--- config.mk ---
export PLATFORM = sky130hd
export DESIGN_NAME = wb_burst_master
export DESIGN_NICKNAME = d
export VERILOG_FILES = /design/src/rtl/wb_pkg.sv /design/src/rtl/wb_master_timeout.sv /design/src/rtl/wb_burst_master.sv
export SDC_FILE = /design/constraint.sdc
export NUM_CORES = 1
export LEC_CHECK = 0
export BUFFER_PORTS_ARGS = -buffer_cell sky130_fd_sc_hd__buf_4
export CAP_MARGIN = 20
export CORE_AREA = 2 2 119 179
export CTS_CLUSTER_DIAMETER = 150
export DETAILED_ROUTE_END_ITERATION = 16
export DIE_AREA = 0 0 121 181
export PLACE_DENSITY = 0.63
export SYNTH_ARGS = -nofsm -noshare
export SYNTH_HDL_FRONTEND = slang
export SYNTH_SLANG_ARGS = --single-unit
--- constraint.sdc ---
create_clock -name clk_i -period 3.09 [get_ports clk_i]
set_input_delay 0.309 -clock clk_i [delete_from_list [all_inputs] [get_ports clk_i]]
set_output_delay 0.309 -clock clk_i [all_outputs]
set_load 0.005 [all_outputs]
--- src/rtl/wb_pkg.sv ---
// wb_pkg: Wishbone cycle-type constants, completion status codes and master FSM states
package wb_pkg;

    localparam logic [2:0] CTI_CLASSIC = 3'b000;
    localparam logic [2:0] CTI_INCR    = 3'b010;
    localparam logic [2:0] CTI_END     = 3'b111;
    localparam logic [1:0] BTE_LINEAR  = 2'b00;

    typedef enum logic [1:0] {
        ST_OK      = 2'b00,
        ST_ERR     = 2'b01,
        ST_TIMEOUT = 2'b10
    } status_e;

    typedef enum logic [2:0] {
        S_IDLE,
        S_WDAT,
        S_BUS,
        S_GAP,
        S_DONE
    } state_e;

endpackage

--- src/rtl/wb_master_timeout.sv ---
// wb_master_timeout: counts consecutive stalled cycles and flags expiry on the TIMEOUT_CYC-th one
module wb_master_timeout #(
    parameter int TIMEOUT_CYC = 255
) (
    input  logic clk_i,
    input  logic reset_n_i,
    input  logic run,
    input  logic clear,
    output logic expired
);

    localparam int CW = $clog2(TIMEOUT_CYC + 1);

    logic [CW-1:0] cnt;

    always_ff @(posedge clk_i or negedge reset_n_i)
        if (!reset_n_i)
            cnt <= '0;
        else
            cnt <= (run && !clear) ? cnt + 1'b1 : '0;

    assign expired = run && !clear && cnt == CW'(TIMEOUT_CYC - 1);

endmodule

--- src/rtl/wb_burst_master.sv ---
// wb_burst_master: Wishbone B3 master running single or incrementing-burst commands.
// Optional stalled-slave abort is built in when WB_MASTER_TIMEOUT_EN is defined.
module wb_burst_master
    import wb_pkg::*;
#(
    parameter int LEN_W       = 8,
    parameter int TIMEOUT_CYC = 255
) (
    input  logic             clk_i,
    input  logic             reset_n_i,
    input  logic             cmd_valid_i,
    output logic             cmd_ready_o,
    input  logic             cmd_we_i,
    input  logic             cmd_burst_i,
    input  logic [31:0]      cmd_adr_i,
    input  logic [LEN_W-1:0] cmd_len_i,
    input  logic [31:0]      wdat_i,
    input  logic             wdat_valid_i,
    output logic             wdat_ready_o,
    output logic [31:0]      rdat_o,
    output logic             rdat_valid_o,
    output logic             done_o,
    output logic [1:0]       status_o,
    output logic             cyc_o,
    output logic             stb_o,
    output logic             we_o,
    output logic [31:0]      adr_o,
    output logic [31:0]      dat_o,
    output logic [3:0]       sel_o,
    output logic [2:0]       cti_o,
    output logic [1:0]       bte_o,
    input  logic [31:0]      dat_i,
    input  logic             ack_i,
    input  logic             err_i,
    input  logic             rty_i
);

    state_e           state, state_d;
    status_e          status, status_d;
    logic             cyc, cyc_d, stb, stb_d, we, we_d, burst, burst_d;
    logic             gap_rty, gap_rty_d, rvalid_d, rdat_valid;
    logic [31:0]      adr, adr_d, dat, dat_d, rdat;
    logic [LEN_W-1:0] rem, rem_d;
    logic             last, pop, to_expired;

    assign last = rem == '0;

    // Every write-data pop in one place so the timeout reload never depends on its own output
    assign pop = wdat_valid_i && (
        (state == S_IDLE && cmd_valid_i && cmd_we_i) ||
        (state == S_WDAT) ||
        (state == S_GAP && we && !gap_rty) ||
        (state == S_BUS && ack_i && !err_i && !rty_i && we && burst && !last));

    always_comb begin
        state_d   = state;
        status_d  = status;
        cyc_d     = cyc;
        stb_d     = stb;
        we_d      = we;
        burst_d   = burst;
        gap_rty_d = gap_rty;
        adr_d     = adr;
        rem_d     = rem;
        rvalid_d  = 1'b0;
        dat_d     = pop ? wdat_i : dat;
        case (state)
            S_IDLE: if (cmd_valid_i) begin
                we_d     = cmd_we_i;
                burst_d  = cmd_burst_i;
                adr_d    = cmd_adr_i;
                rem_d    = cmd_len_i;
                status_d = ST_OK;
                cyc_d    = 1'b1;
                stb_d    = !cmd_we_i || wdat_valid_i;
                state_d  = (!cmd_we_i || wdat_valid_i) ? S_BUS : S_WDAT;
            end
            S_WDAT: if (wdat_valid_i) begin
                stb_d   = 1'b1;
                state_d = S_BUS;
            end else if (to_expired) begin
                cyc_d    = 1'b0;
                status_d = ST_TIMEOUT;
                state_d  = S_DONE;
            end
            S_BUS: if (err_i) begin
                cyc_d    = 1'b0;
                stb_d    = 1'b0;
                status_d = ST_ERR;
                state_d  = S_DONE;
            end else if (rty_i) begin
                cyc_d     = 1'b0;
                stb_d     = 1'b0;
                gap_rty_d = 1'b1;
                state_d   = S_GAP;
            end else if (ack_i) begin
                adr_d    = adr + 32'd4;
                rvalid_d = !we;
                if (last) begin
                    cyc_d   = 1'b0;
                    stb_d   = 1'b0;
                    state_d = S_DONE;
                end else begin
                    rem_d = rem - 1'b1;
                    if (!burst) begin
                        cyc_d     = 1'b0;
                        stb_d     = 1'b0;
                        gap_rty_d = 1'b0;
                        state_d   = S_GAP;
                    end else if (we && !wdat_valid_i) begin
                        stb_d   = 1'b0;
                        state_d = S_WDAT;
                    end
                end
            end else if (to_expired) begin
                cyc_d    = 1'b0;
                stb_d    = 1'b0;
                status_d = ST_TIMEOUT;
                state_d  = S_DONE;
            end
            S_GAP: begin
                cyc_d   = 1'b1;
                stb_d   = gap_rty || !we || wdat_valid_i;
                state_d = (gap_rty || !we || wdat_valid_i) ? S_BUS : S_WDAT;
            end
            S_DONE: state_d = S_IDLE;
            default: state_d = S_IDLE;
        endcase
    end

    always_ff @(posedge clk_i or negedge reset_n_i)
        if (!reset_n_i) begin
            state      <= S_IDLE;
            status     <= ST_OK;
            cyc        <= 1'b0;
            stb        <= 1'b0;
            we         <= 1'b0;
            burst      <= 1'b0;
            gap_rty    <= 1'b0;
            adr        <= '0;
            dat        <= '0;
            rem        <= '0;
            rdat       <= '0;
            rdat_valid <= 1'b0;
        end else begin
            state      <= state_d;
            status     <= status_d;
            cyc        <= cyc_d;
            stb        <= stb_d;
            we         <= we_d;
            burst      <= burst_d;
            gap_rty    <= gap_rty_d;
            adr        <= adr_d;
            dat        <= dat_d;
            rem        <= rem_d;
            rdat_valid <= rvalid_d;
            if (rvalid_d)
                rdat <= dat_i;
        end

`ifdef WB_MASTER_TIMEOUT_EN
    wb_master_timeout #(.TIMEOUT_CYC(TIMEOUT_CYC)) u_timeout (
        .clk_i    (clk_i),
        .reset_n_i(reset_n_i),
        .run      (state == S_BUS || state == S_WDAT),
        .clear    (pop || (state == S_BUS && (ack_i || err_i || rty_i))),
        .expired  (to_expired)
    );
`else
    logic [31:0] unused_timeout;
    assign unused_timeout = TIMEOUT_CYC;
    assign to_expired     = 1'b0;
`endif

    assign cmd_ready_o  = state == S_IDLE;
    assign wdat_ready_o = pop;
    assign done_o       = state == S_DONE;
    assign status_o     = status;
    assign rdat_o       = rdat;
    assign rdat_valid_o = rdat_valid;
    assign cyc_o        = cyc;
    assign stb_o        = stb;
    assign we_o         = we;
    assign adr_o        = adr;
    assign dat_o        = dat;
    assign sel_o        = 4'hF;
    assign bte_o        = BTE_LINEAR;
    assign cti_o        = !burst ? CTI_CLASSIC : last ? CTI_END : CTI_INCR;

endmodule

==> metrics.md <==
| Metric | Value |
|---|---|
| Mean post-synth cell area | `10.8 sq um` |
| Post-Route WL | `17700 um` |
| FMAX | `a little under 400 MHz` |
| Worst VDD drop | `0.363 mV` |
| Pre-antenna DRT Iters | `6` |
| Total GRT Usage | `0.161` |
| Cell Rows | `64` |
| Via/cell ratio | `4.87` |
| Die area | `21900 sq um` |
| Post-route ant nets | `0` |
| RSZ-0062 raised after global routing | `no` |
| Die Wd | `121 um` |
| Via count | `~5000` |
| Post-CTS resize count | `0` |
| Min cycle time layout | `2550 ps` |
| Dpl hpwl | `~13000 um` |
| Yosys top cell area share | `0.508` |
| Number of synthesized flops with an enable pin | `0` |
| Core area | `20300 sq um` |
| Mapped Area | `around 5600 sq um` |
| IO Count | `227` |
| Max Cap Viol | `0` |
| GPL Wtd Cong | `0.828` |
| Power Total | `8.60 mW` |
| Critical path type | `flip-flop to output port` |
| Largest net degree at the start of global routing | `63` |
| Final setup TNS | `0 ps` |
| # H-tree levels | `4` |
| Port Buffer Count | `219` |
| Hold_ws | `-6.18 ps` |
| Clk buf depth | `2` |
| CP Launch Type | `flip-flop` |
| Fin util | `0.405` |
| Final instance area | `8200 sq um` |
| Placed cell area | `7560 sq um` |
| Die height | `181 um` |
| Cells after Synth | `521` |
| Hold Buf Count CTS | `0` |
| Vias in the first global route | `4939` |
| Arr. time, crit path | `2240 ps` |
| Main synth FF type | `dfrtp_1` |
| Worst slew margin | `0.453` |
| Layout cells sized above 1 | `0.448` |
| CTS tree | `done` |
| First-pass GRT wire length | `approximately 27000 um` |
| Crit end category | `output port` |
| Clk_skew | `7.91 ps` |
| Final Cycle Share | `0.825` |
| Initial antenna violation count | `0` |
| Count leader, synth | `dfrtp_1` |
| Yosys cell types | `60` |
| Post-synthesis sequential area ratio | `0.508` |
| P&R area growth vs syn | `45.8%` |
| Slew @ Worst Pin | `821 ps` |
| Setup Viol. Count Final | `0` |
| Sink Count | `114` |
| Final Slew Violations | `0` |
| Effective utilization at floorplan | `0.277` |
| Worst hold path class | `input pin to asynchronous set/reset pin` |
| Clk_lat worst skew | `about 410 ps` |
| Synth area leaders | `dfrtp_1 (51%), mux2_4 (7.7%), mux2_2 (7.0%)` |
| Outcome | `complete, but fails checks` |
| DR WL/cell | `17.3 um` |
| Post-CTS Setup Bufs | `0` |
| Drt initial violations | `207` |
| PwrDens | `1050 nW/um^2` |
| GRT overflow | `0` |
| Max FO, Critical Path | `9` |
| Post-route DRC violation count | `0` |
| Cts bufs inserted | `17` |
| Clock Tree Root | `clkbuf_16` |
| Failing checks | `negative hold slack` |
| Ys Warns | `0` |
| Ys async rst share | `1.00` |
| Post-synth top area cell | `dfrtp_1` |
| Clock-pin slew on the worst setup and hold paths | `60 ps` |
| Layout net count | `859` |
| Yosys reg bits | `114` |
| # diodes | `0` |
| Post-synth top cells | `dfrtp_1 (114), nand2_1 (46), a21oi_1 (39)` |
| Endpoints failing hold | `3` |
| WP data required | `2780 ps` |
| Pleak | `about 3.9 nW` |
-- where the power goes --
part / total [mW] / leakage (nW) / internal [mW] / switching (mW)
clock: 2.12 / 0.307 / 1.40 / 0.727
combinational: 3.58 / 2.20 / 2.00 / 1.58
sequential: 2.90 / 1.37 / 2.23 / 0.669
-- critical path, cell delays in order, from the launching register on --
cell and delay, ps:
dfrtp_1 370, inv_1 100, ha_1 180, nor3b_1 180, buf_4 170, nand2_1 140
nand2_1 120, o32a_2 340, inv_1 90, buf_4 140
-- cell usage in the layout, fill, tap and decap left out, types with 3 or more instances in the layout --
cell / n
buf_4: 234
dfrtp_1: 114
nand2_1: 46
a21oi_1: 39
nor2_1: 38
mux2_2: 35
mux2_4: 29
o21ai_0: 27
nand3_1: 19
clkbuf_16: 17
o22ai_1: 13
inv_1: 10
nor3_1: 10
nand4_1: 10
and3_1: 8
conb_1: 7
a311oi_1: 5
a22oi_1: 5
nor2b_1: 4
o211ai_1: 4
o311ai_0: 4
bufinv_16: 4
nor3b_1: 3
nor4_1: 3
and2_1: 3
o21a_1: 3
or3_1: 3
a31oi_1: 3
a211oi_1: 3
o211a_1: 3
clkinv_4: 3
-- final timing paths --
| kind | start | cells past startpoint | endpoint | slack [ps] |
|---|---|---|---|---|
| setup / recovery | rem[0] | 9 | wdat_ready_o | 540 |
| min in group clk_i | cmd_adr_i[1] | 3 | adr_o[1] | 90 |
| hold reg to reg | adr_o[1] | 2 | adr_o[1] | 480 |
| setup reg to reg | rem[0] | 9 | dat_o[1] | 780 |
| hold / removal | reset_n_i | 1 | rdat_o[0] | -6 |
| max in group asynchronous | reset_n_i | 2 | rem[0] | 2300 |
-- stage by stage --
stage / std cells / worst slack, ps
2_1_floorplan: 526 / 964
3_3_place_gp: 989 / 810
3_5_place_dp: 989 / 769
4_1_cts: 1021 / 492
5_1_grt: 1021 / 342
6_report: 1021 / 540
-- state kept, by name, indices dropped and copies added, names as in the netlist --
name / flops
dat_o: 32
we_o: 1
cyc_o: 1
state: 3
adr_o: 32
rdat_o: 32
rdat_valid_o: 1
stb_o: 1
gap_rty: 1
burst: 1
status_o: 1
rem: 8
-- area by class of cell --
cell class / count / area, sq um
fillers: 2039 / 12100
clock inverters: 12 / 180
well taps: 264 / 330
clock buffers: 20 / 457
repair buffers: 236 / 1800
flip-flops and latches: 114 / 2850
multi-input cells: 365 / 2540
inverters: 10 / 37.5
-- per-layer routing --
| metal | global-route usage | up-vias | wire [um] |
|---|---|---|---|
| met5 | 0 | - | 0 |
| met4 | 0.0651 | 0 | 471 |
| met3 | 0.0363 | 25 | 834 |
| li1 | - | 2359 | - |
| met1 | 0.188 | 2441 | 7030 |
| met2 | 0.281 | 148 | 9330 |
-- logic make-up (layout without fill, tap and decap cells) --
group,after synthesis,in the layout,share of synthesized area
simple gates,158,158,0.138
compound gates,133,133,0.153
flops,114,114,0.508
mux,65,65,0.149
buf+inv,47,278,0.0456
fa+ha+maj,2,2,0.00445
other cells,2,7,0.00134
Note: power is estimated with default switching activity, not from simulation.
